$ cat src/rtl/fifo_pkt_wr.sv
// Write-side front end of the async FIFO: 2-entry skid buffer, wfull-gated write, packet framing check.
// Optional completed-packet counter is built only when WR_PKT_CNT_EN is defined.
module fifo_pkt_wr #(
  parameter int DW   = 8,
  parameter int CNTW = 16
) (
  input  logic            wclk,
  input  logic            wrst_n,
  input  logic            in_valid,
  output logic            in_ready,
  input  logic [DW-1:0]   in_data,
  input  logic            in_sop,
  input  logic            in_eop,
  input  logic            flush,
  input  logic            wfull,
  output logic            wren,
  output logic [DW+1:0]   wdata,
  output logic            busy,
  output logic            pkt_err,
  output logic [CNTW-1:0] pkt_cnt
);

  typedef enum logic {IDLE = 1'b0, PKT = 1'b1} state_t;

  logic          m_valid_r, s_valid_r, in_ready_r;
  logic [DW+1:0] m_data_r, s_data_r;
  logic          m_valid_nx_s, s_valid_nx_s;
  logic [DW+1:0] m_data_nx_s, s_data_nx_s, in_word_s;
  logic          accept_s, drain_s;
  state_t        state_r, state_nx_s;
  logic          err_nx_s, pkt_err_r, busy_s;

  assign in_word_s = {in_eop, in_sop, in_data};
  assign accept_s  = in_valid & in_ready_r & ~flush;
  assign drain_s   = wren;

  // wren stays a direct function of the M flop and wfull so the RAM write path is short.
  assign wren     = m_valid_r & ~wfull;
  assign wdata    = m_data_r;
  assign in_ready = in_ready_r;
  assign pkt_err  = pkt_err_r;
  assign busy     = busy_s;

  // Skid buffer next state; in_ready mirrors "S empty", so accept never coincides with S full.
  always_comb begin
    m_valid_nx_s = m_valid_r;
    m_data_nx_s  = m_data_r;
    s_valid_nx_s = s_valid_r;
    s_data_nx_s  = s_data_r;
    if (flush) begin
      m_valid_nx_s = 1'b0;
      s_valid_nx_s = 1'b0;
    end else if (drain_s) begin
      if (s_valid_r) begin
        m_valid_nx_s = 1'b1;
        m_data_nx_s  = s_data_r;
        s_valid_nx_s = 1'b0;
      end else if (accept_s) begin
        m_valid_nx_s = 1'b1;
        m_data_nx_s  = in_word_s;
      end else begin
        m_valid_nx_s = 1'b0;
      end
    end else if (accept_s) begin
      if (m_valid_r) begin
        s_valid_nx_s = 1'b1;
        s_data_nx_s  = in_word_s;
      end else begin
        m_valid_nx_s = 1'b1;
        m_data_nx_s  = in_word_s;
      end
    end else begin
      m_valid_nx_s = m_valid_r;
    end
  end

  // Buffer registers and registered ready.
  always_ff @(posedge wclk or negedge wrst_n) begin
    if (!wrst_n) begin
      m_valid_r  <= 1'b0;
      s_valid_r  <= 1'b0;
      m_data_r   <= {(DW+2){1'b0}};
      s_data_r   <= {(DW+2){1'b0}};
      in_ready_r <= 1'b0;
    end else begin
      m_valid_r  <= m_valid_nx_s;
      s_valid_r  <= s_valid_nx_s;
      m_data_r   <= m_data_nx_s;
      s_data_r   <= s_data_nx_s;
      in_ready_r <= ~s_valid_nx_s & ~flush;
    end
  end

  // Framing FSM state register and registered error pulse.
  always_ff @(posedge wclk or negedge wrst_n) begin
    if (!wrst_n) begin
      state_r   <= IDLE;
      pkt_err_r <= 1'b0;
    end else begin
      state_r   <= state_nx_s;
      pkt_err_r <= err_nx_s;
    end
  end

  // Framing FSM next state: evaluated on each accepted word; a stray sop restarts the packet.
  always_comb begin
    state_nx_s = state_r;
    err_nx_s   = 1'b0;
    if (flush) begin
      state_nx_s = IDLE;
    end else if (accept_s) begin
      case (state_r)
        IDLE: begin
          err_nx_s   = ~in_sop;
          state_nx_s = (in_sop & ~in_eop) ? PKT : IDLE;
        end
        PKT: begin
          err_nx_s   = in_sop;
          state_nx_s = in_eop ? IDLE : PKT;
        end
        default: begin
          err_nx_s   = 1'b1;
          state_nx_s = IDLE;
        end
      endcase
    end else begin
      state_nx_s = state_r;
    end
  end

  // Framing FSM outputs.
  always_comb begin
    busy_s = 1'b0;
    case (state_r)
      PKT:     busy_s = 1'b1;
      IDLE:    busy_s = 1'b0;
      default: busy_s = 1'b0;
    endcase
  end

`ifdef WR_PKT_CNT_EN
  logic [CNTW-1:0] pkt_cnt_r;

  // Count packets as their eop word is written; flush does not clear it.
  always_ff @(posedge wclk or negedge wrst_n) begin
    if (!wrst_n) begin
      pkt_cnt_r <= {CNTW{1'b0}};
    end else if (wren & m_data_r[DW+1]) begin
      pkt_cnt_r <= pkt_cnt_r + {{(CNTW-1){1'b0}}, 1'b1};
    end else begin
      pkt_cnt_r <= pkt_cnt_r;
    end
  end

  assign pkt_cnt = pkt_cnt_r;
`else
  assign pkt_cnt = {CNTW{1'b0}};
`endif

endmodule
$ cat config.mk
export PLATFORM = sky130hd
export DESIGN_NAME = fifo_pkt_wr
export DESIGN_NICKNAME = d
export VERILOG_FILES = /design/src/rtl/fifo_pkt_wr.sv
export SDC_FILE = /design/constraint.sdc
export NUM_CORES = 1
export LEC_CHECK = 0
export ABC_AREA = 1
export ABC_CLOCK_PERIOD_IN_PS = 1990
export CAP_MARGIN = 20
export CORE_ASPECT_RATIO = 0.9
export CORE_MARGIN = 3
export CORE_UTILIZATION = 39
export CTS_BUF_LIST = sky130_fd_sc_hd__clkbuf_2 sky130_fd_sc_hd__clkbuf_4 sky130_fd_sc_hd__clkbuf_8
export CTS_CLUSTER_SIZE = 14
export DETAILED_ROUTE_END_ITERATION = 10
export GPL_TIMING_DRIVEN = 0
export MAX_ROUTING_LAYER = met4
export PLACE_DENSITY_LB_ADDON = 0.15
export SYNTH_ARGS = -nofsm -noshare
export SYNTH_HDL_FRONTEND = slang
export SYNTH_SLANG_ARGS = --single-unit
$ cat constraint.sdc
create_clock -name wclk -period 1.99 [get_ports wclk]
set_input_delay 0.398 -clock wclk [delete_from_list [all_inputs] [get_ports wclk]]
set_output_delay 0.398 -clock wclk [all_outputs]
set_load 0.02 [all_outputs]
==> run summary, run 1 <==
Maximum operating frequency -> 545 MHz
Ant. Diodes -> 0
DR iter-0 viols -> 48
Largest net degree at the start of global routing -> 15
Yosys reg bits -> 25
Flop pwr share -> 0.490
Worst-path clk slew -> 80 ps
Fin. Hold Viols -> 0
Worst-case clock buffer depth -> 2
Routed vias/inst -> 4.41
First-pass GRT wire length -> 4550 um
WP data arrival -> 1440 ps
Via count of the first global-routing pass -> 1018
Worst EP required -> 1590 ps
Final core utilization -> 0.561
Worst-Skew Late Latency -> 270 ps
Switch share -> 0.301
Worst setup path end -> wren
Root buffer cell -> clkbuf_8
Internal power -> 0.000881 W
Clk_skew -> 4.39 ps
Final Max Slew Viols -> 0
Commonest cells post-synth -> nand2_1 (77), dfrtp_1 (25), buf_4 (16), nand3_1 (11), nand4_1 (11)
Row count -> 19
Post-CTS Setup Bufs -> 0
Layout cells sized above 1 -> 0.171
Die H -> 61.0 um
Critical Path Source -> wfull
Max-cap viol count -> 0
Crit. End Element -> output port
Combinational power share -> 0.278
Sequential area share after synthesis -> 0.477
RR Endpoint -> s_data_r[3]
Synth Flop Type -> dfrtp_1
Reg-to-Reg Start -> in_ready
Slew HR -> 0.608
DIE AREA -> 0.00410 mm^2
Clk sink count -> 25
Cells after Synth -> 168
VDD IR max -> 575 uV
YS warnings -> 0
Tightest Pin Transition -> 586 ps
# nets final -> 232
Status -> completed
Routed WL -> 2830 um
FF-to-FF setup slack -> 820 ps
Final cell area excluding filler cells -> 0.00176 mm^2
Synth unique cells -> 18
Pwr dens -> 716 mW/mm^2
H-tree depth -> 1
Initial Util -> 0.418
DP Area -> 0.00172 mm^2
Period utilization -> 0.923
Die Wd -> 67.2 um
RePlAce Congestion -> 0.812
Startpoint class of the critical path -> input port
Most common cell in the netlist -> nand2_1
WS Path Type -> in2out
Design Power -> 0.00126 W
Num CTS Buffers -> 3
Via count -> 1139
Area leader, netlist -> dfrtp_1
PortBufs -> 28
Initial antenna violation count -> 0
Core ar. -> 0.00314 mm^2
Remaining DRCs -> 0
Sw Pwr -> 0.000380 W
Max FO, Critical Path -> 10
Top post-synthesis cells by area -> dfrtp_1 (48%), nand2_1 (22%), buf_4 (9.2%)
Final setup violating endpoints -> 0
Router iterations before antenna repair -> 4
Syn_area_per_cell -> 7.81 um^2
Number of flops mapped to enable cells by yosys -> 0
Total GRT Usage -> 0.153
CTS tree -> built
Num ports -> 45
Clock power share -> 0.232
HPWL Detailed -> 2200 um
FFs w/ async S/R, synth -> 1.00
Leakage -> 0.976 nW
Area grow syn2layout -> 34.1%
Wire per inst -> 11.0 um
Post-synth top area share -> 0.477
Post-route antenna net violation count -> 0
Total grt overflow -> 0
Period minus WS final -> 1840 ps
Cell Area, Synth -> 0.00131 mm^2
R2R depth -> 6
HP Class -> reg2reg
RSZ-0062 raised after global routing -> false
Fillers -> 308
## worst min path at each step
| stage | cells after the start | from | slack [ps] | endpoint |
|---|---|---|---|---|
| floorplan | 0 | wrst_n | 100 | in_ready |
| global placement | 2 | s_data_r[6] | 450 | s_data_r[6] |
| detailed placement | 2 | s_data_r[6] | 460 | s_data_r[6] |
| CTS | 2 | s_data_r[6] | 480 | s_data_r[6] |
| global route | 2 | s_data_r[4] | 510 | s_data_r[4] |
| finish | 2 | s_data_r[6] | 480 | s_data_r[6] |
## power groups by stage
| stage | logic (W) | registers, W | clock network (W) |
|---|---|---|---|
| floorplan | 0.000145 | 0.000677 | 0 |
| global placement | 0.000343 | 0.000626 | 0 |
| detailed placement | 0.000353 | 0.000629 | 0 |
| CTS | 0.000354 | 0.000619 | 0.000310 |
| global route | 0.000388 | 0.000628 | 0.000328 |
| finish | 0.000351 | 0.000618 | 0.000292 |
## stage by stage
step	hold slack, ps	worst slack, ps	setup TNS [ps]	cells
2_1_floorplan	102	710	0	183
3_3_place_gp	454	-329	-329	253
3_5_place_dp	460	-340	-340	254
4_1_cts	480	16.8	0	258
5_1_grt	505	77.2	0	258
6_report	477	154	0	258
## area by class of cell
cell class | count | area [um^2] | share of cell area
Inverter | 8 | 30.0 | 0.0171
Timing Repair Buffer | 29 | 290 | 0.165
Sequential cell | 25 | 626 | 0.355
Tap cell | 42 | 52.6 | 0.0299
Clock buffer | 3 | 41.3 | 0.0235
Multi-Input combinational cell | 127 | 558 | 0.317
Buffer | 23 | 158 | 0.0896
Clock inverter | 1 | 5.00 | 0.00284
## registers in the layout (all words and copies together), names as in the netlist
register   flops
wdata         10
s_valid_r      1
s_data_r      10
state_r        1
in_ready       1
pkt_err        1
m_valid_r      1
## cell families (layout without fill, tap and decap cells)
kind of cell	Yosys count	after routing	synth area share
AOI/OAI and AO/OA	5	5	0.0324
buffers and inverters	31	64	0.141
DFF	25	25	0.477
and+or+nand+nor	106	106	0.347
other	1	16	0.00286
## what timing repair did
action	CTS	global route
gates resized for setup	3	1
hold buffers	0	0
endpoints found under the setup margin	1	1
## routing by layer
| metal | up-vias | part of all wire | GRT usage |
|---|---|---|---|
| met5 | - | 0 | - |
| met4 | 0 | 0.0046 | 0.0260 |
| met3 | 2 | 0.067 | 0.0401 |
| met2 | 36 | 0.47 | 0.237 |
| met1 | 501 | 0.46 | 0.206 |
| li1 | 600 | - | - |
## critical path: stages
cell             delay [ps]
clkdlybuf4s50_1         430
inv_1                   110
buf_4                   180
nand2_1                 100
inv_1                    70
clkbuf_2                160
## cell usage in the layout (no fill, tap or decap), types with 2 or more instances in the layout
master	count
nand2_1	77
nand2_2	3
dfrtp_1	25
nand4_1	11
clkdlybuf4s50_1	27
nor2_1	2
nand3_1	11
buf_2	6
inv_1	7
conb_1	16
clkbuf_8	3
buf_4	17
No activity file was read; power rests on OpenSTA's default activity.
==> inputs of run 2 (changes only) <==
Settings changed: ABC_AREA 1 to not set.
==> run summary, run 2 <==
Yosys reg bits -> 25 (unchanged)
Total grt overflow -> 0 (unchanged)
Total GRT Usage -> 0.131 (was 0.153)
Worst-Skew Late Latency -> 320 ps (was 270 ps)
Worst-path clk slew -> 150 ps (was 80 ps)
HP Class -> in2async (was reg2reg)
Design Power -> 0.00124 W (was 0.00126 W)
CTS tree -> built (unchanged)
Status -> completed (unchanged)
Fillers -> 249 (was 308)
Initial Util -> 0.428 (was 0.418)
Remaining DRCs -> 0 (unchanged)
Post-synth top area share -> 0.511 (was 0.477)
Final cell area excluding filler cells -> 0.00167 mm^2 (was 0.00176 mm^2)
Syn_area_per_cell -> 13.4 um^2 (was 7.81 um^2)
Internal power -> 0.000875 W (was 0.000881 W)
Ant. Diodes -> 0 (unchanged)
Clk sink count -> 25 (unchanged)
Via count -> 791 (was 1139)
Startpoint class of the critical path -> input port (unchanged)
Hold-fix buffers, CTS -> 0 (unchanged)
Leakage -> 0.767 nW (was 0.976 nW)
Area leader, netlist -> dfrtp_1 (unchanged)
Cells after Synth -> 91 (was 168)
PortBufs -> 27 (was 28)
Synth Flop Type -> dfrtp_1 (unchanged)
Fin. Hold Viols -> 0 (unchanged)
RSZ-0062 raised after global routing -> false (unchanged)
DIE AREA -> 0.00385 mm^2 (was 0.00410 mm^2)
Initial antenna violation count -> 0 (unchanged)
Max-cap viol count -> 0 (unchanged)
Die H -> 59.1 um (was 61.0 um)
WS Path Type -> in2out (unchanged)
Row count -> 18 (was 19)
Tightest Pin Transition -> 548 ps (was 586 ps)
RR Endpoint -> s_data_r[3] (unchanged)
Period minus WS final -> 1920 ps (was 1840 ps)
Area grow syn2layout -> 36.6% (was 34.1%)
Via count of the first global-routing pass -> 813 (was 1018)
Cell Area, Synth -> 0.00122 mm^2 (was 0.00131 mm^2)
Num CTS Buffers -> 3 (unchanged)
Num ports -> 45 (unchanged)
Combinational power share -> 0.306 (was 0.278)
Pwr dens -> 745 mW/mm^2 (was 716 mW/mm^2)
Post-route antenna net violation count -> 0 (unchanged)
Sw Pwr -> 0.000370 W (was 0.000380 W)
Worst-case clock buffer depth -> 2 (unchanged)
Clk_skew -> 15.1 ps (was 4.39 ps)
Synth unique cells -> 19 (was 18)
Multi-input gate area -> 526 um^2 (was 558 um^2)
Number of flops mapped to enable cells by yosys -> 0 (unchanged)
Largest net degree at the start of global routing -> 21 (was 15)
FFs w/ async S/R, synth -> 1.00 (unchanged)
R2R depth -> 3 (was 6)
VDD IR max -> 575 uV (about the same)
Register Area -> 626 um^2 (unchanged)
Layout cells sized above 1 -> 0.407 (was 0.171)
Wire per inst -> 12.9 um (was 11.0 um)
Die Wd -> 65.0 um (was 67.2 um)
Worst setup path end -> wren (unchanged)
Final Max Slew Viols -> 0 (unchanged)
Max FO, Critical Path -> 5 (was 10)
Period utilization -> 0.966 (was 0.923)
Critical Path Source -> wfull (unchanged)
First-pass GRT wire length -> 3750 um (was 4550 um)
Sequential area share after synthesis -> 0.511 (was 0.477)
H-tree depth -> 1 (unchanged)
Flop pwr share -> 0.508 (was 0.490)
Clock power share -> 0.187 (was 0.232)
Worst EP required -> 1590 ps (about the same)
Root buffer cell -> clkbuf_4 (was clkbuf_8)
# nets final -> 156 (was 232)
Router iterations before antenna repair -> 3 (was 4)
RePlAce Congestion -> 0.815 (was 0.812)
HPWL Detailed -> 1750 um (was 2200 um)
Final setup violating endpoints -> 0 (unchanged)
DP Area -> 0.00163 mm^2 (was 0.00172 mm^2)
Core ar. -> 0.00286 mm^2 (was 0.00314 mm^2)
Routed WL -> 2320 um (was 2830 um)
Crit. End Element -> output port (unchanged)
WP data arrival -> 1520 ps (was 1440 ps)
DR iter-0 viols -> 12 (was 48)
Switch share -> 0.297 (was 0.301)
Final core utilization -> 0.584 (was 0.561)
Most common cell after layout, fill and taps aside -> mux2_2 (was nand2_1)
Commonest cells post-synth -> mux2_2 (30), dfrtp_1 (25), buf_4 (16) (was nand2_1 (77), dfrtp_1 (25), buf_4 (16), nand3_1 (11), nand4_1 (11))
Routed vias/inst -> 4.39 (was 4.41)
Most common cell in the netlist -> mux2_2 (was nand2_1)
Maximum operating frequency -> 520 MHz (was 545 MHz)
Top post-synthesis cells by area -> dfrtp_1 (51%), mux2_2 (28%), buf_4 (9.8%) (was dfrtp_1 (48%), nand2_1 (22%), buf_4 (9.2%))
FF-to-FF setup slack -> 330 ps (was 820 ps)
Reg-to-Reg Start -> in_ready (unchanged)
Most frequent cells in the layout -> mux2_2 (30), clkdlybuf4s50_1 (26), dfrtp_1 (25), buf_4 (18), conb_1 (16) (was nand2_1 (77), clkdlybuf4s50_1 (27), dfrtp_1 (25), buf_4 (17), conb_1 (16))
YS warnings -> 0 (unchanged)
Slew HR -> 0.634 (was 0.608)
==> run 2: changes by cell type after synthesis, sizes merged, moves of 2 or more <==
cell	change
inv	-8
nor3	+3
nand3	-12
nand2	-77
a31oi	+2
buf	-6
mux2	+30
nand4	-11
==> run 2: cells by family after synthesis <==
kind of cell	synth area share
mux	0.276
flops	0.511
buf+inv	0.105
simple gates	0.0501
compound gates	0.0470
xor+xnor	0.00716
other cells	0.00306
==> run 2: power groups by stage <==
stage	Clock (W)	Sequential [W]	Combinational, W
2_1_floorplan	0	0.000701	0.000150
6_report	0.000232	0.000632	0.000381
4_1_cts	0.000243	0.000634	0.000381
3_5_place_dp	0	0.000644	0.000381
3_3_place_gp	0	0.000639	0.000366
5_1_grt	0.000258	0.000645	0.000404
==> run 2: worst min-delay path by stage <==
stage,start,to,cells after the start
floorplan,wrst_n,in_ready,0
global placement,s_data_r[0],s_data_r[0],1
detailed placement,s_data_r[7],s_data_r[7],1
CTS,wrst_n,pkt_err,1
global route,wrst_n,s_data_r[0],1
finish,wrst_n,pkt_err,1
==> run 2: layer usage <==
layer / track usage / vias to the layer above / share of wire
li1: - / 386 / -
met1: 0.141 / 376 / 0.41
met2: 0.241 / 27 / 0.52
met3: 0.0380 / 2 / 0.068
met4: 0.0266 / 0 / 0.0082
met5: - / - / 0
==> run 2: layout make-up <==
| cell class | count | area share |
|---|---|---|
| repair buffers | 30 | 0.186 |
| flip-flops and latches | 25 | 0.374 |
| clock inverters | 1 | 0.00449 |
| plain buffers | 18 | 0.0771 |
| clock buffers | 3 | 0.0135 |
| multi-input cells | 63 | 0.314 |
| well taps | 40 | 0.0299 |
==> run 2: through the flow <==
stage	hold slack (ps)	TNS [ps]	instances	setup slack, ps
2_1_floorplan	102	0	106	338
3_3_place_gp	485	-4520	173	-266
3_5_place_dp	492	-4980	174	-290
4_1_cts	337	0	178	62.6
5_1_grt	349	0	180	19.1
6_report	339	0	180	68.4
==> run 2: critical path, stage by stage <==
cell,delay [ps]
clkdlybuf4s50_1,520
nor2b_1,240
dlygate4sd2_1,360
==> run 2: timing repair <==
action,CTS,global route
endpoints found under the setup margin,1,2
hold endpoints to repair,0,0
pin swaps,0,1
resized for setup,1,0
buffers inserted,0,2
